===== src/rtl/lemmings_world_if.sv =====
// Lemming <-> world handshake: behaviour flags from the lemming, environment flags back to it.
interface lemmings_world_if;
  logic walk_left;
  logic walk_right;
  logic digging;
  logic aaah;
  logic ground;
  logic bump_left;
  logic bump_right;

  modport master (
    output walk_left, walk_right, digging, aaah,
    input  ground, bump_left, bump_right
  );

  // aaah is purely informational and the world never inspects it.
  modport slave (
    input  walk_left, walk_right, digging,
    output ground, bump_left, bump_right
  );
endinterface


===== src/rtl/lemmings_world.sv =====
// Terrain model for a single lemming: a diggable floor row above a bedrock pit,
// with fall timing, landing pulse and a sticky illegal-input flag.
module lemmings_world #(
  parameter int unsigned WIDTH      = 16,
  parameter int unsigned START_POS  = 8,
  parameter int unsigned DIG_CYCLES = 4,
  parameter int unsigned PIT_DEPTH  = 24,
  localparam int unsigned PW        = $clog2(WIDTH)
) (
  input  logic             clk,
  input  logic             resetn,
  input  logic [WIDTH-1:0] floor_init,
  lemmings_world_if.slave  lem,
  output logic [PW-1:0]    pos,
  output logic             level,
  output logic             hit_bottom,
  output logic [7:0]       fall_len,
  output logic             protocol_err
);

  localparam int unsigned DW = (DIG_CYCLES > 1) ? $clog2(DIG_CYCLES) : 1;

  localparam logic [1:0] StFloor   = 2'd0;
  localparam logic [1:0] StFalling = 2'd1;
  localparam logic [1:0] StBottom  = 2'd2;

  localparam logic [PW-1:0] PosLast   = PW'(WIDTH - 1);
  localparam logic [DW-1:0] DigLast   = DW'(DIG_CYCLES - 1);
  localparam logic [7:0]    FallLast  = 8'(PIT_DEPTH - 1);
  localparam logic [7:0]    FallTotal = 8'(PIT_DEPTH);

  logic [1:0]       state_q, state_d;
  logic [PW-1:0]    pos_q, pos_d;
  logic [WIDTH-1:0] floor_q, floor_d;
  logic [7:0]       fall_cnt_q, fall_cnt_d;
  logic [DW-1:0]    dig_cnt_q, dig_cnt_d;
  logic             hit_q, hit_d;
  logic [7:0]       fall_len_q, fall_len_d;
  logic             err_q, err_d;

  logic at_left, at_right, standing;

  always_comb begin
    at_left  = (pos_q == '0);
    at_right = (pos_q == PosLast);
    standing = ((state_q == StFloor) && floor_q[pos_q]) || (state_q == StBottom);

    lem.ground     = standing;
    lem.bump_left  = (state_q != StFalling) && at_left;
    lem.bump_right = (state_q != StFalling) && at_right;
  end

  always_comb begin
    state_d    = state_q;
    pos_d      = pos_q;
    floor_d    = floor_q;
    fall_cnt_d = fall_cnt_q;
    dig_cnt_d  = dig_cnt_q;
    hit_d      = 1'b0;
    fall_len_d = fall_len_q;
    err_d      = err_q | (lem.walk_left & lem.walk_right) |
                 (lem.digging & (lem.walk_left | lem.walk_right));

    unique case (state_q)
      StFloor, StBottom: begin
        if ((state_q == StFloor) && !floor_q[pos_q]) begin
          // Ground already reads low in this cycle, so the fall counts from 1.
          state_d    = StFalling;
          fall_cnt_d = 8'd1;
          dig_cnt_d  = '0;
        end else if (lem.digging) begin
          if (state_q == StBottom) begin
            dig_cnt_d = '0;
          end else if (dig_cnt_q == DigLast) begin
            floor_d[pos_q] = 1'b0;
            dig_cnt_d      = '0;
          end else begin
            dig_cnt_d = dig_cnt_q + DW'(1);
          end
        end else begin
          dig_cnt_d = '0;
          if (lem.walk_left && !at_left) begin
            pos_d = pos_q - PW'(1);
          end else if (lem.walk_right && !at_right) begin
            pos_d = pos_q + PW'(1);
          end
        end
      end
      StFalling: begin
        if (fall_cnt_q == FallLast) begin
          state_d    = StBottom;
          fall_len_d = FallTotal;
          hit_d      = 1'b1;
          fall_cnt_d = '0;
        end else begin
          fall_cnt_d = fall_cnt_q + 8'd1;
        end
      end
      default: state_d = StFloor;
    endcase
  end

  always_ff @(posedge clk) begin
    if (!resetn) begin
      state_q    <= StFloor;
      pos_q      <= PW'(START_POS);
      floor_q    <= floor_init;
      fall_cnt_q <= '0;
      dig_cnt_q  <= '0;
      hit_q      <= 1'b0;
      fall_len_q <= '0;
      err_q      <= 1'b0;
    end else begin
      state_q    <= state_d;
      pos_q      <= pos_d;
      floor_q    <= floor_d;
      fall_cnt_q <= fall_cnt_d;
      dig_cnt_q  <= dig_cnt_d;
      hit_q      <= hit_d;
      fall_len_q <= fall_len_d;
      err_q      <= err_d;
    end
  end

  assign pos          = pos_q;
  assign level        = (state_q == StBottom);
  assign hit_bottom   = hit_q;
  assign fall_len     = fall_len_q;
  assign protocol_err = err_q;

endmodule


===== src/flat_wrapper.sv =====
// flat-port wrapper written by rule: the top's interface ports become plain ports
module lemmings_world_flat 
#(
  parameter int unsigned WIDTH      = 16,
  parameter int unsigned START_POS  = 8,
  parameter int unsigned DIG_CYCLES = 4,
  parameter int unsigned PIT_DEPTH  = 24,
  localparam int unsigned PW        = $clog2(WIDTH)
)
  (clk, resetn, floor_init, pos, level, hit_bottom, fall_len, protocol_err, lem_walk_left, lem_walk_right, lem_digging, lem_ground, lem_bump_left, lem_bump_right);
  lemmings_world_if lem_i ();
  input  logic clk;
  input  logic resetn;
  input  logic [WIDTH-1:0] floor_init;
  output logic [PW-1:0] pos;
  output logic level;
  output logic hit_bottom;
  output logic [7:0] fall_len;
  output logic protocol_err;
  input wire logic [$bits(lem_i.walk_left)-1:0] lem_walk_left;
  input wire logic [$bits(lem_i.walk_right)-1:0] lem_walk_right;
  input wire logic [$bits(lem_i.digging)-1:0] lem_digging;
  output wire logic [$bits(lem_i.ground)-1:0] lem_ground;
  output wire logic [$bits(lem_i.bump_left)-1:0] lem_bump_left;
  output wire logic [$bits(lem_i.bump_right)-1:0] lem_bump_right;
  assign lem_i.walk_left = lem_walk_left;
  assign lem_i.walk_right = lem_walk_right;
  assign lem_i.digging = lem_digging;
  assign lem_ground = lem_i.ground;
  assign lem_bump_left = lem_i.bump_left;
  assign lem_bump_right = lem_i.bump_right;
  lemmings_world #(.WIDTH(WIDTH), .START_POS(START_POS), .DIG_CYCLES(DIG_CYCLES), .PIT_DEPTH(PIT_DEPTH)) u_core (.clk(clk), .resetn(resetn), .floor_init(floor_init), .lem(lem_i), .pos(pos), .level(level), .hit_bottom(hit_bottom), .fall_len(fall_len), .protocol_err(protocol_err));
endmodule

===== config.mk =====
export PLATFORM = sky130hd
export DESIGN_NAME = lemmings_world_flat
export DESIGN_NICKNAME = d
export VERILOG_FILES = /design/src/rtl/lemmings_world_if.sv /design/src/rtl/lemmings_world.sv /design/src/flat_wrapper.sv
export SDC_FILE = /design/constraint.sdc
export NUM_CORES = 1
export LEC_CHECK = 0
export BUFFER_PORTS_ARGS = -buffer_cell sky130_fd_sc_hd__buf_2
export CAP_MARGIN = 20
export CORE_MARGIN = 3
export CORE_UTILIZATION = 30
export CTS_CLUSTER_DIAMETER = 60
export DETAILED_ROUTE_END_ITERATION = 8
export PLACE_DENSITY = 0.52
export SLEW_MARGIN = 20
export SYNTH_ARGS = -nofsm -noshare
export SYNTH_HDL_FRONTEND = slang
export SYNTH_SLANG_ARGS = --single-unit

===== constraint.sdc =====
create_clock -name clk -period 4.1 [get_ports clk]
set_clock_uncertainty 0.1 [all_clocks]
set_input_delay 0.41 -clock clk [delete_from_list [all_inputs] [get_ports clk]]
set_output_delay 0.41 -clock clk [all_outputs]
set_load 0.005 [all_outputs]

==> flow_summary.json <==
{
  "cap_violations": 0,
  "numCtsBuffers": 5,
  "fin_setup_tns_ns": 0,
  "hpwl_um": 3490,
  "num-nets-final": 278,
  "final_cell_mix": "buf_2 (32), o21ai_0 (26), inv_1 (19), dfxtp_1 (19), nand2_1 (18)",
  "max_freq_ghz": 0.353,
  "syn_to_final_growth_pct": 13.6,
  "yosys.area_share.simple_pct": 17.2,
  "final_layout_size_suffix_gt1_share_pct": 21.2,
  "drc": 0,
  "die_area_um2": 8090,
  "nFillCells": 709,
  "via_count": 1726,
  "cp.required_ns": 3.59,
  "power_density_nw_per_um2": 433,
  "maxSlewHeadroom_pct": 42.2,
  "dieHeight_um": 90.0,
  "slew_violations": 0,
  "drtIter0Drc": 107,
  "post-cts-setup-buffers": 0,
  "ioPinCount": 39,
  "cp_data_arrival_time_ns": 2.32,
  "ctsResizeCount": 0,
  "ys_async_sr_fraction_pct": 0,
  "period_minus_slack_ns": 2.83,
  "crit_type": "flop to primary output",
  "grt_pass1_wl_um": 8140,
  "clk_pin_slew_ns": 0.08,
  "ys_ff_latch": 35,
  "avgSynthCellArea_um2": 9.15,
  "synthXorXnorAreaFrac_pct": 0,
  "synth_fa_ha_area_share_pct": 2.25,
  "synth_area_um2": 2110,
  "start_util_pct": 32.0,
  "instances_no_fill": 348,
  "period_share_pct": 69.1,
  "finalSetupViolCount": 0,
  "synth_edf_count": 16,
  "status": "finished clean",
  "synth_cell_types": 51,
  "track_usage_pct": 12.3,
  "place_congestion": 0.760,
  "finalWirelength_um": 4860,
  "detail_route.vias_per_cell": 4.96,
  "final_common_cell": "buf_2",
  "synthCells": 231,
  "cts.sinks": 35,
  "cts_tree": "built",
  "vdd_ir_drop_max_mv": 0.178,
  "start_kind": "flop",
  "synth_mux_area_share_pct": 7.87,
  "core_area_um2": 6600,
  "synth_compound_area_share_pct": 22.7,
  "yosysWarnings": 0,
  "grt.overflow.total": 0,
  "place_inst": 340,
  "io_buffers": 32,
  "num_rows": 29,
  "grt_pass1_vias": 1619,
  "synth_top_family_by_area": "compound AO/OA/AOI/OAI gates",
  "cts_max_path_buffers": 2,
  "antennaDiodeCount": 0,
  "cts_hold_buf": 0,
  "hold_ws_ns": 0.324,
  "yosysSeqAreaShare_pct": 40.7,
  "wl_per_cell_um": 14.0,
  "drtAntennaViolNets": 0,
  "h-tree-depth": 2,
  "hold_class": "primary input to flop",
  "synth_ff_type": "dfxtp_1",
  "worst_setup_path_end_kind": "primary output",
  "dr.pass1.iters": 4,
  "clk_latency_ns": 0.29,
  "die_w_um": 90.0,
  "grt_max_degree": 57,
  "clockRootBuffer": "clkbuf_8",
  "grt_setup_unrepaired": "false",
  "path_max_fanout": 17,
  "worst_pin_slew_ns": 0.867,
  "antenna_found_initial": 0,
  "p_leak_nw": 0.936,
  "hold_violations": 0
}
[sequential cells by signal, indices dropped and copies added (netlist names)]
name                 count
u_core.floor_q          16
u_core.fall_len          1
u_core.protocol_err      1
u_core.pos               4
u_core.state_q           2
u_core.fall_cnt_q        8
u_core.hit_bottom        1
u_core.dig_cnt_q         2
[through the flow]
| stage | area [um2] | util [%] | power [mW] | worst slack [ns] |
|---|---|---|---|---|
| 6_report | 2400 | 36.4 | 1.04 | 1.27 |
| 5_1_grt | 2400 | 36.4 | 1.10 | 1.11 |
| 2_1_floorplan | 2130 | - | 0.671 | 1.22 |
| 3_3_place_gp | 2290 | 34.7 | 0.743 | 1.61 |
| 4_1_cts | 2400 | 36.4 | 1.05 | 1.22 |
| 3_5_place_dp | 2290 | 34.7 | 0.745 | 1.56 |
[layout make-up]
| cell class | instances | area (um2) | area share, % |
|---|---|---|---|
| Clock buffer | 5 | 68.8 | 2.86 |
| Clock inverter | 3 | 38.8 | 1.61 |
| Inverter | 19 | 71.3 | 2.97 |
| Multi-Input combinational cell | 160 | 1080 | 44.9 |
| Sequential cell | 35 | 861 | 35.8 |
| Tap cell | 93 | 116 | 4.84 |
| Timing Repair Buffer | 33 | 168 | 6.98 |
[final timing paths]
path                    endpoint  slack (ns)  cells after the start                start
max                   lem_ground        1.27                      5        u_core.pos[1]
min          u_core.dig_cnt_q[0]        0.32                      3          lem_digging
max reg2reg    u_core.floor_q[7]        1.61                      5        u_core.pos[1]
min reg2reg  u_core.protocol_err        0.36                      1  u_core.protocol_err
[where the power goes]
| group | internal, mW | switching (mW) |
|---|---|---|
| Combinational | 0.124 | 0.152 |
| Sequential | 0.399 | 0.0583 |
| Clock | 0.178 | 0.129 |
[worst max-delay path, cell delays in order, from the launching register on]
cell and delay, ns:
dfxtp_1 0.72, mux4_2 0.62, mux2i_4 0.22, mux2_2 0.24
a21oi_1 0.08, buf_2 0.15
[cells by family after synthesis]
| family | Yosys count |
|---|---|
| flops | 35 |
| buf+inv | 41 |
| mux | 9 |
| fa+ha+maj | 4 |
| compound gates | 70 |
| other cells | 1 |
| simple gates | 71 |
[layer usage]
metal / vias to the layer above / wire length (um) / global-route usage (%)
met5: - / 0 / 0
met4: 0 / 80 / 4.59
met3: 7 / 200 / 3.34
met2: 34 / 2090 / 18.4
met1: 810 / 2480 / 17.1
li1: 875 / - / -
[cell usage after synthesis (all sizes together), types with 2 or more instances]
library cell	number	area [um2]
o21ai	31	155
dfxtp	19	380
o211ai	9	67.6
nor2	15	58.8
a21boi	2	15.0
nand2b	11	68.8
or2	2	12.5
nand4b	2	17.5
a41oi	4	35.0
and2	3	18.8
buf	12	82.6
o21a	4	30.0
a211o	2	17.5
mux2i	4	65.1
inv	19	71.3
o311ai	6	52.6
o31ai	3	22.5
nor3	3	15.0
nand3	7	35.0
nand2	18	67.6
edfxtp	16	480
clkbuf	10	40.0
ha	3	37.5
nand4	4	25.0
mux4	4	90.1
No activity file was read; power rests on OpenSTA's default activity.
